`src/rtl/data_island_scheduler_if.sv`:
```
// Pixel-position inputs and island control outputs shared by the timing
// generator side (master) and the data island scheduler (slave).
interface data_island_scheduler_if #(
    parameter int BIT_WIDTH  = 10,
    parameter int BIT_HEIGHT = 10
);
    logic [BIT_WIDTH-1:0]  cx;
    logic [BIT_HEIGHT-1:0] cy;
    logic                  island_enable;
    logic [2:0]            mode;
    logic                  island_preamble;
    logic                  packet_enable;
    logic [4:0]            packet_pixel_counter;
    logic                  video_field_end;

    modport master (
        output cx, cy, island_enable,
        input  mode, island_preamble, packet_enable, packet_pixel_counter, video_field_end
    );

    modport slave (
        input  cx, cy, island_enable,
        output mode, island_preamble, packet_enable, packet_pixel_counter, video_field_end
    );
endinterface

```
`src/rtl/data_island_scheduler.sv`:
```
// Opens one fixed-length HDMI data island per line inside horizontal blanking:
// preamble, leading guard, N packet slots of 32 pixels, trailing guard.
module data_island_scheduler #(
    parameter int BIT_WIDTH     = 10,
    parameter int BIT_HEIGHT    = 10,
    parameter int SCREEN_WIDTH  = 640,
    parameter int SCREEN_HEIGHT = 480,
    parameter int FRAME_WIDTH   = 800,
    parameter int ISLAND_OFFSET = 4,
    parameter int MAX_PACKETS   = 18
) (
    input logic clk_pixel,
    input logic reset,
    data_island_scheduler_if.slave bus
);
    localparam int AVAIL = (FRAME_WIDTH - SCREEN_WIDTH - ISLAND_OFFSET - 22) / 32;
    localparam int N     = (AVAIL < MAX_PACKETS) ? AVAIL : MAX_PACKETS;
    localparam int PKT_W = (N > 1) ? $clog2(N) : 1;

    localparam logic [BIT_WIDTH-1:0]  ISLAND_START = BIT_WIDTH'(SCREEN_WIDTH + ISLAND_OFFSET);
    localparam logic [BIT_WIDTH-1:0]  LAST_COL     = BIT_WIDTH'(SCREEN_WIDTH - 1);
    localparam logic [BIT_HEIGHT-1:0] LAST_LINE    = BIT_HEIGHT'(SCREEN_HEIGHT - 1);
    localparam logic [PKT_W-1:0]      LAST_PKT     = PKT_W'(N - 1);

    generate
        if (N < 1) begin : g_no_room
            $error("data_island_scheduler: horizontal blanking too short for any packet");
        end
    endgenerate

    typedef enum logic [2:0] {
        IDLE,
        PREAMBLE,
        LEAD_GUARD,
        PACKET,
        TRAIL_GUARD
    } state_t;

    state_t           state, state_n;
    logic [4:0]       cnt, cnt_n;
    logic [PKT_W-1:0] pkt, pkt_n;

    logic [2:0] mode_q, mode_n;
    logic       preamble_q, preamble_n;
    logic       pe_q, pe_n;
    logic [4:0] ppc_q, ppc_n;
    logic       vfe_q;

    // Outputs are decoded from the next state, so the registered value lines
    // up with the cx sampled on the same edge.
    always_comb begin
        state_n = state;
        cnt_n   = cnt + 5'd1;
        pkt_n   = pkt;
        case (state)
            IDLE: begin
                cnt_n = '0;
                if (bus.cx == ISLAND_START && bus.island_enable) begin
                    state_n = PREAMBLE;
                end
            end
            PREAMBLE: begin
                if (cnt == 5'd7) begin
                    state_n = LEAD_GUARD;
                    cnt_n   = '0;
                end
            end
            LEAD_GUARD: begin
                if (cnt == 5'd1) begin
                    state_n = PACKET;
                    cnt_n   = '0;
                    pkt_n   = '0;
                end
            end
            PACKET: begin
                if (cnt == 5'd31) begin
                    if (pkt == LAST_PKT) begin
                        state_n = TRAIL_GUARD;
                        cnt_n   = '0;
                    end else begin
                        pkt_n = pkt + PKT_W'(1);
                    end
                end
            end
            TRAIL_GUARD: begin
                if (cnt == 5'd1) begin
                    state_n = IDLE;
                    cnt_n   = '0;
                end
            end
            default: begin
                state_n = IDLE;
                cnt_n   = '0;
            end
        endcase

        mode_n     = 3'd0;
        preamble_n = 1'b0;
        pe_n       = 1'b0;
        ppc_n      = '0;
        case (state_n)
            PREAMBLE:    preamble_n = 1'b1;
            LEAD_GUARD: begin
                mode_n = 3'd4;
                pe_n   = (cnt_n == 5'd1);
            end
            PACKET: begin
                mode_n = 3'd3;
                ppc_n  = cnt_n;
                pe_n   = (cnt_n == 5'd31) && (pkt_n != LAST_PKT);
            end
            TRAIL_GUARD: mode_n = 3'd4;
            default:     mode_n = 3'd0;
        endcase
    end

    always_ff @(posedge clk_pixel) begin
        if (reset) begin
            state      <= IDLE;
            cnt        <= '0;
            pkt        <= '0;
            mode_q     <= 3'd0;
            preamble_q <= 1'b0;
            pe_q       <= 1'b0;
            ppc_q      <= '0;
            vfe_q      <= 1'b0;
        end else begin
            state      <= state_n;
            cnt        <= cnt_n;
            pkt        <= pkt_n;
            mode_q     <= mode_n;
            preamble_q <= preamble_n;
            pe_q       <= pe_n;
            ppc_q      <= ppc_n;
            vfe_q      <= (bus.cx == LAST_COL) && (bus.cy == LAST_LINE);
        end
    end

    assign bus.mode                 = mode_q;
    assign bus.island_preamble      = preamble_q;
    assign bus.packet_enable        = pe_q;
    assign bus.packet_pixel_counter = ppc_q;
    assign bus.video_field_end      = vfe_q;
endmodule
```
`src/flat_wrapper.sv`:
```
// flat-port wrapper written by rule: the top's interface ports become plain ports
module data_island_scheduler_flat 
#(
    parameter int BIT_WIDTH     = 10,
    parameter int BIT_HEIGHT    = 10,
    parameter int SCREEN_WIDTH  = 640,
    parameter int SCREEN_HEIGHT = 480,
    parameter int FRAME_WIDTH   = 800,
    parameter int ISLAND_OFFSET = 4,
    parameter int MAX_PACKETS   = 18
)
  (clk_pixel, reset, bus_cx, bus_cy, bus_island_enable, bus_mode, bus_island_preamble, bus_packet_enable, bus_packet_pixel_counter, bus_video_field_end);
  data_island_scheduler_if #(.BIT_WIDTH(BIT_WIDTH), .BIT_HEIGHT(BIT_HEIGHT)) bus_i ();
  input logic clk_pixel;
  input logic reset;
  input wire logic [$bits(bus_i.cx)-1:0] bus_cx;
  input wire logic [$bits(bus_i.cy)-1:0] bus_cy;
  input wire logic [$bits(bus_i.island_enable)-1:0] bus_island_enable;
  output wire logic [$bits(bus_i.mode)-1:0] bus_mode;
  output wire logic [$bits(bus_i.island_preamble)-1:0] bus_island_preamble;
  output wire logic [$bits(bus_i.packet_enable)-1:0] bus_packet_enable;
  output wire logic [$bits(bus_i.packet_pixel_counter)-1:0] bus_packet_pixel_counter;
  output wire logic [$bits(bus_i.video_field_end)-1:0] bus_video_field_end;
  assign bus_i.cx = bus_cx;
  assign bus_i.cy = bus_cy;
  assign bus_i.island_enable = bus_island_enable;
  assign bus_mode = bus_i.mode;
  assign bus_island_preamble = bus_i.island_preamble;
  assign bus_packet_enable = bus_i.packet_enable;
  assign bus_packet_pixel_counter = bus_i.packet_pixel_counter;
  assign bus_video_field_end = bus_i.video_field_end;
  data_island_scheduler #(.BIT_WIDTH(BIT_WIDTH), .BIT_HEIGHT(BIT_HEIGHT), .SCREEN_WIDTH(SCREEN_WIDTH), .SCREEN_HEIGHT(SCREEN_HEIGHT), .FRAME_WIDTH(FRAME_WIDTH), .ISLAND_OFFSET(ISLAND_OFFSET), .MAX_PACKETS(MAX_PACKETS)) u_core (.clk_pixel(clk_pixel), .reset(reset), .bus(bus_i));
endmodule
```
`config.mk`:
```
export PLATFORM = sky130hd
export DESIGN_NAME = data_island_scheduler_flat
export DESIGN_NICKNAME = d
export VERILOG_FILES = /design/src/rtl/data_island_scheduler_if.sv /design/src/rtl/data_island_scheduler.sv /design/src/flat_wrapper.sv
export SDC_FILE = /design/constraint.sdc
export NUM_CORES = 1
export LEC_CHECK = 0
export CAP_MARGIN = 20
export CORE_MARGIN = 5
export CORE_UTILIZATION = 40
export DETAILED_ROUTE_END_ITERATION = 7
export PLACE_DENSITY = 0.72
export SYNTH_ARGS = -nofsm -noshare
export SYNTH_HDL_FRONTEND = slang
export SYNTH_SLANG_ARGS = --single-unit
```
`constraint.sdc`:
```
create_clock -name clk_pixel -period 2.6 [get_ports clk_pixel]
set_input_delay 0.52 -clock clk_pixel [delete_from_list [all_inputs] [get_ports clk_pixel]]
set_output_delay 0.52 -clock clk_pixel [all_outputs]
set_load 0.005 [all_outputs]
```
==> metrics.txt <==
status=complete, no violations; H-tree depth=1; total negative setup slack=0 ns; global-route wire length before repair=4150 µm; global routing met1 resource utilization=19.1%; die width=59.9 µm; minimum period implied by the final worst setup slack=2.40 ns; final non-filler cell total=170; initial antenna violation count=0; mapped cell area=996 µm²; P_leak=0.558 nW; required time at the worst-slack endpoint=2.85 ns; area of the core=0.00243 mm²; sum of overflow across all layers after global routing=0; post-placement worst setup slack=0.169 ns; count of placed standard cells including taps=166; global routing met2 resource utilization=25.6%; worst setup skew after layout=0.00264 ns; pin count of the biggest net entering global routing=13; cells after synthesis=106; max-slew violation total from the final report=0; endpoint type of the worst setup path=flip-flop; power per standard cell area=433 mW/mm²; Inserted Clock Buffers=3; die area=0.00359 mm²; Yosys warning count=0; startpoint of the worst register-to-register path=u_core.cnt[0]; number of enable-type register cells in the synthesized netlist=0; worst rel slew slack=61.5%; most crowded layer after global routing=met2; critical path class=flip-flop to flip-flop; highest-delay cell along the critical path=or3_4; Peak Freq=0.416 GHz; critical-path maximum fanout=7; timing startpoint of the critical path=u_core.cnt[0]; number of routed nets with antenna violations=0; Port Buf Inserts=33; data arrival time of the critical path=2.66 ns; clock tree from TritonCTS=done; prevailing post-synth register cell=dfxtp_1; setup repair after global routing missed its margin=no; wire length after detailed routing=2440 µm; FF-to-FF End=u_core.bus.packet_pixel_counter[3]; final HPWL from detailed placement=1920 µm; clk buf depth=2; met3 capacity usage during global routing=4.10%; area of placed instances=0.00135 mm²; hold-fix buffer count after cts=0; crit path cell chain=ha_1 -> and3_1 -> ha_1 -> and3_1 -> o22ai_2 -> o21ai_1 -> or3_4 -> nor2_1; Maximum Capacitance Violations=0; Total Nets Final=167; length of the first detailed-routing pass in iterations=4; via count of the first global-routing pass=920; number of library cell types mapped by synthesis=44; Clk Latency, worst-skew pair=0.31 ns; Remaining DRCs=0; final count of hold timing violations=0; slack of the worst reg-to-reg path=0.20 ns; global-route total usage across every layer=15.2%; number of I/O pins=34; delay of the slowest cell on the worst path=0.46 ns; antenna diode instance count=0; fraction of final layout cells with drive strength greater than 1=11.4%; share of synthesized flip-flops with an asynchronous set or reset=0%; post-synth net total=132; Worst setup endpoint=u_core.bus.packet_pixel_counter[3]; number of cell rows=18; floorplan die height=59.9 µm; vias per cell=5.41; Mapped Avg Cell Area=9.40 µm²; detailed router's first-iteration violation count=19; part of the cycle the worst path needs=92.5%; placer's final routability congestion estimate=0.870; TritonCTS Sinks=20; sequential cell area fraction in the yosys report=40.2%; Clock Tree Root=clkbuf_4; worst ir drop on vdd=345 µV; cell area after layout=0.00141 mm²; post-route worst setup slack=0.196 ns; nature of the critical path startpoint=flip-flop; final routed wire length divided by cell count=14.3 µm; worst hold path type=flip-flop to flip-flop; slew at the pin closest to its max-slew limit=0.573 ns; R2R cell count=8; area growth from synthesis to layout=41.6%; Setup-failing EPs final=0; post-CTS clock slew at the launch and capture registers of the worst setup and hold paths=0.12 ns; via count=920; post-synthesis sequential element count=20; initial standard-cell utilization of the core=40.9%
cells in the mapped netlist, types with 2 or more instances:
| cell | instances | area, µm² |
|---|---|---|
| xor2_1 | 2 | 17.5 |
| nand4_1 | 3 | 18.8 |
| nor3_1 | 7 | 35.0 |
| ha_1 | 3 | 37.5 |
| nand2_1 | 4 | 15.0 |
| buf_4 | 2 | 15.0 |
| a21oi_1 | 2 | 10.0 |
| o21a_1 | 2 | 15.0 |
| inv_1 | 4 | 15.0 |
| and3_1 | 2 | 12.5 |
| a2111oi_2 | 2 | 30.0 |
| and3b_1 | 2 | 17.5 |
| dfxtp_1 | 20 | 400 |
| nor2_1 | 16 | 60.1 |
| o21ai_0 | 2 | 10.0 |
| nor2b_1 | 4 | 25.0 |
| nor4_1 | 2 | 12.5 |
timing repair:
action / 4_1_cts / 5_1_grt
endpoints found under the setup margin: 0 / 1
buffers inserted: 0 / 0
resized for setup: 0 / 2
sequential cells by signal, indices dropped and copies added, names as in the netlist:
signal,flops
u_core.state,3
u_core.bus.island_preamble,1
u_core.cnt,5
u_core.bus.packet_enable,1
u_core.bus.mode,2
u_core.bus.packet_pixel_counter,5
u_core.pkt,2
u_core.bus.video_field_end,1
critical path, delay by kind of cell (launching register included):
kind | cells | cell delay (ns)
AND/OR/NAND/NOR | 4 | 0.99
AO/OA/AOI/OAI | 2 | 0.53
adder cells (fa/ha/maj) | 2 | 0.45
flip-flops | 1 | 0.37
report_power, final:
part	leakage (nW)	internal [mW]	total (mW)	switching, mW
logic	0.368	0.0328	0.0444	0.0116
registers	0.162	0.306	0.306	0.0000430
clock network	0.0279	0.156	0.260	0.104
layout by cell type (no fill, tap or decap), types with 3 or more instances in the layout:
| master | Yosys | layout |
|---|---|---|
| inv_1 | 4 | 4 |
| clkbuf_4 | 1 | 3 |
| ha_1 | 3 | 3 |
| nand2_1 | 4 | 4 |
| nand4_1 | 3 | 3 |
| nor2b_1 | 4 | 4 |
| dfxtp_1 | 20 | 19 |
| nor2_1 | 16 | 16 |
| clkdlybuf4s50_1 | 0 | 33 |
| nor3_1 | 7 | 7 |
cell type report:
class	count	area (µm²)
timing repair buffer	34	338
sequential	20	402
fill	209	1020
tap	30	37.5
multi-input combinational	78	566
clock buffer	3	22.5
inverter	4	15.0
clock inverter	1	30.0
routing by layer:
| metal | up-vias | part of all wire, % |
|---|---|---|
| met4 | 0 | 0.94 |
| met3 | 4 | 6.9 |
| met1 | 428 | 43 |
| met2 | 34 | 49 |
| met5 | - | 0 |
| li1 | 454 | - |
cells by family after synthesis:
logic type	share of synthesized area [%]
simple gates	33.5
flops	40.2
compound gates	15.7
buf+inv	4.14
xor+xnor	2.64
fa+ha+maj	3.77
metrics by stage:
stage | hold slack, ns | power, mW | utilization [%]
3_3_place_gp | 0.486 | 0.357 | 55.3
2_1_floorplan | 0.466 | 0.321 | -
3_5_place_dp | 0.494 | 0.357 | 55.3
5_1_grt | 0.501 | 0.626 | 58.0
6_report | 0.488 | 0.611 | 58.0
4_1_cts | 0.522 | 0.608 | 57.5
worst min path at each step:
stage	start	endpoint	slack (ns)	cells past startpoint
after global placement	u_core.cnt[0]	u_core.cnt[0]	0.49	1
after CTS	u_core.cnt[0]	u_core.cnt[0]	0.52	1
after detailed placement	u_core.cnt[0]	u_core.cnt[0]	0.49	1
final	u_core.cnt[0]	u_core.cnt[0]	0.49	1
after global routing	u_core.cnt[0]	u_core.cnt[0]	0.50	1
after floorplan	u_core.cnt[0]	u_core.cnt[0]	0.47	1
Power figures use the tool's default switching activity.
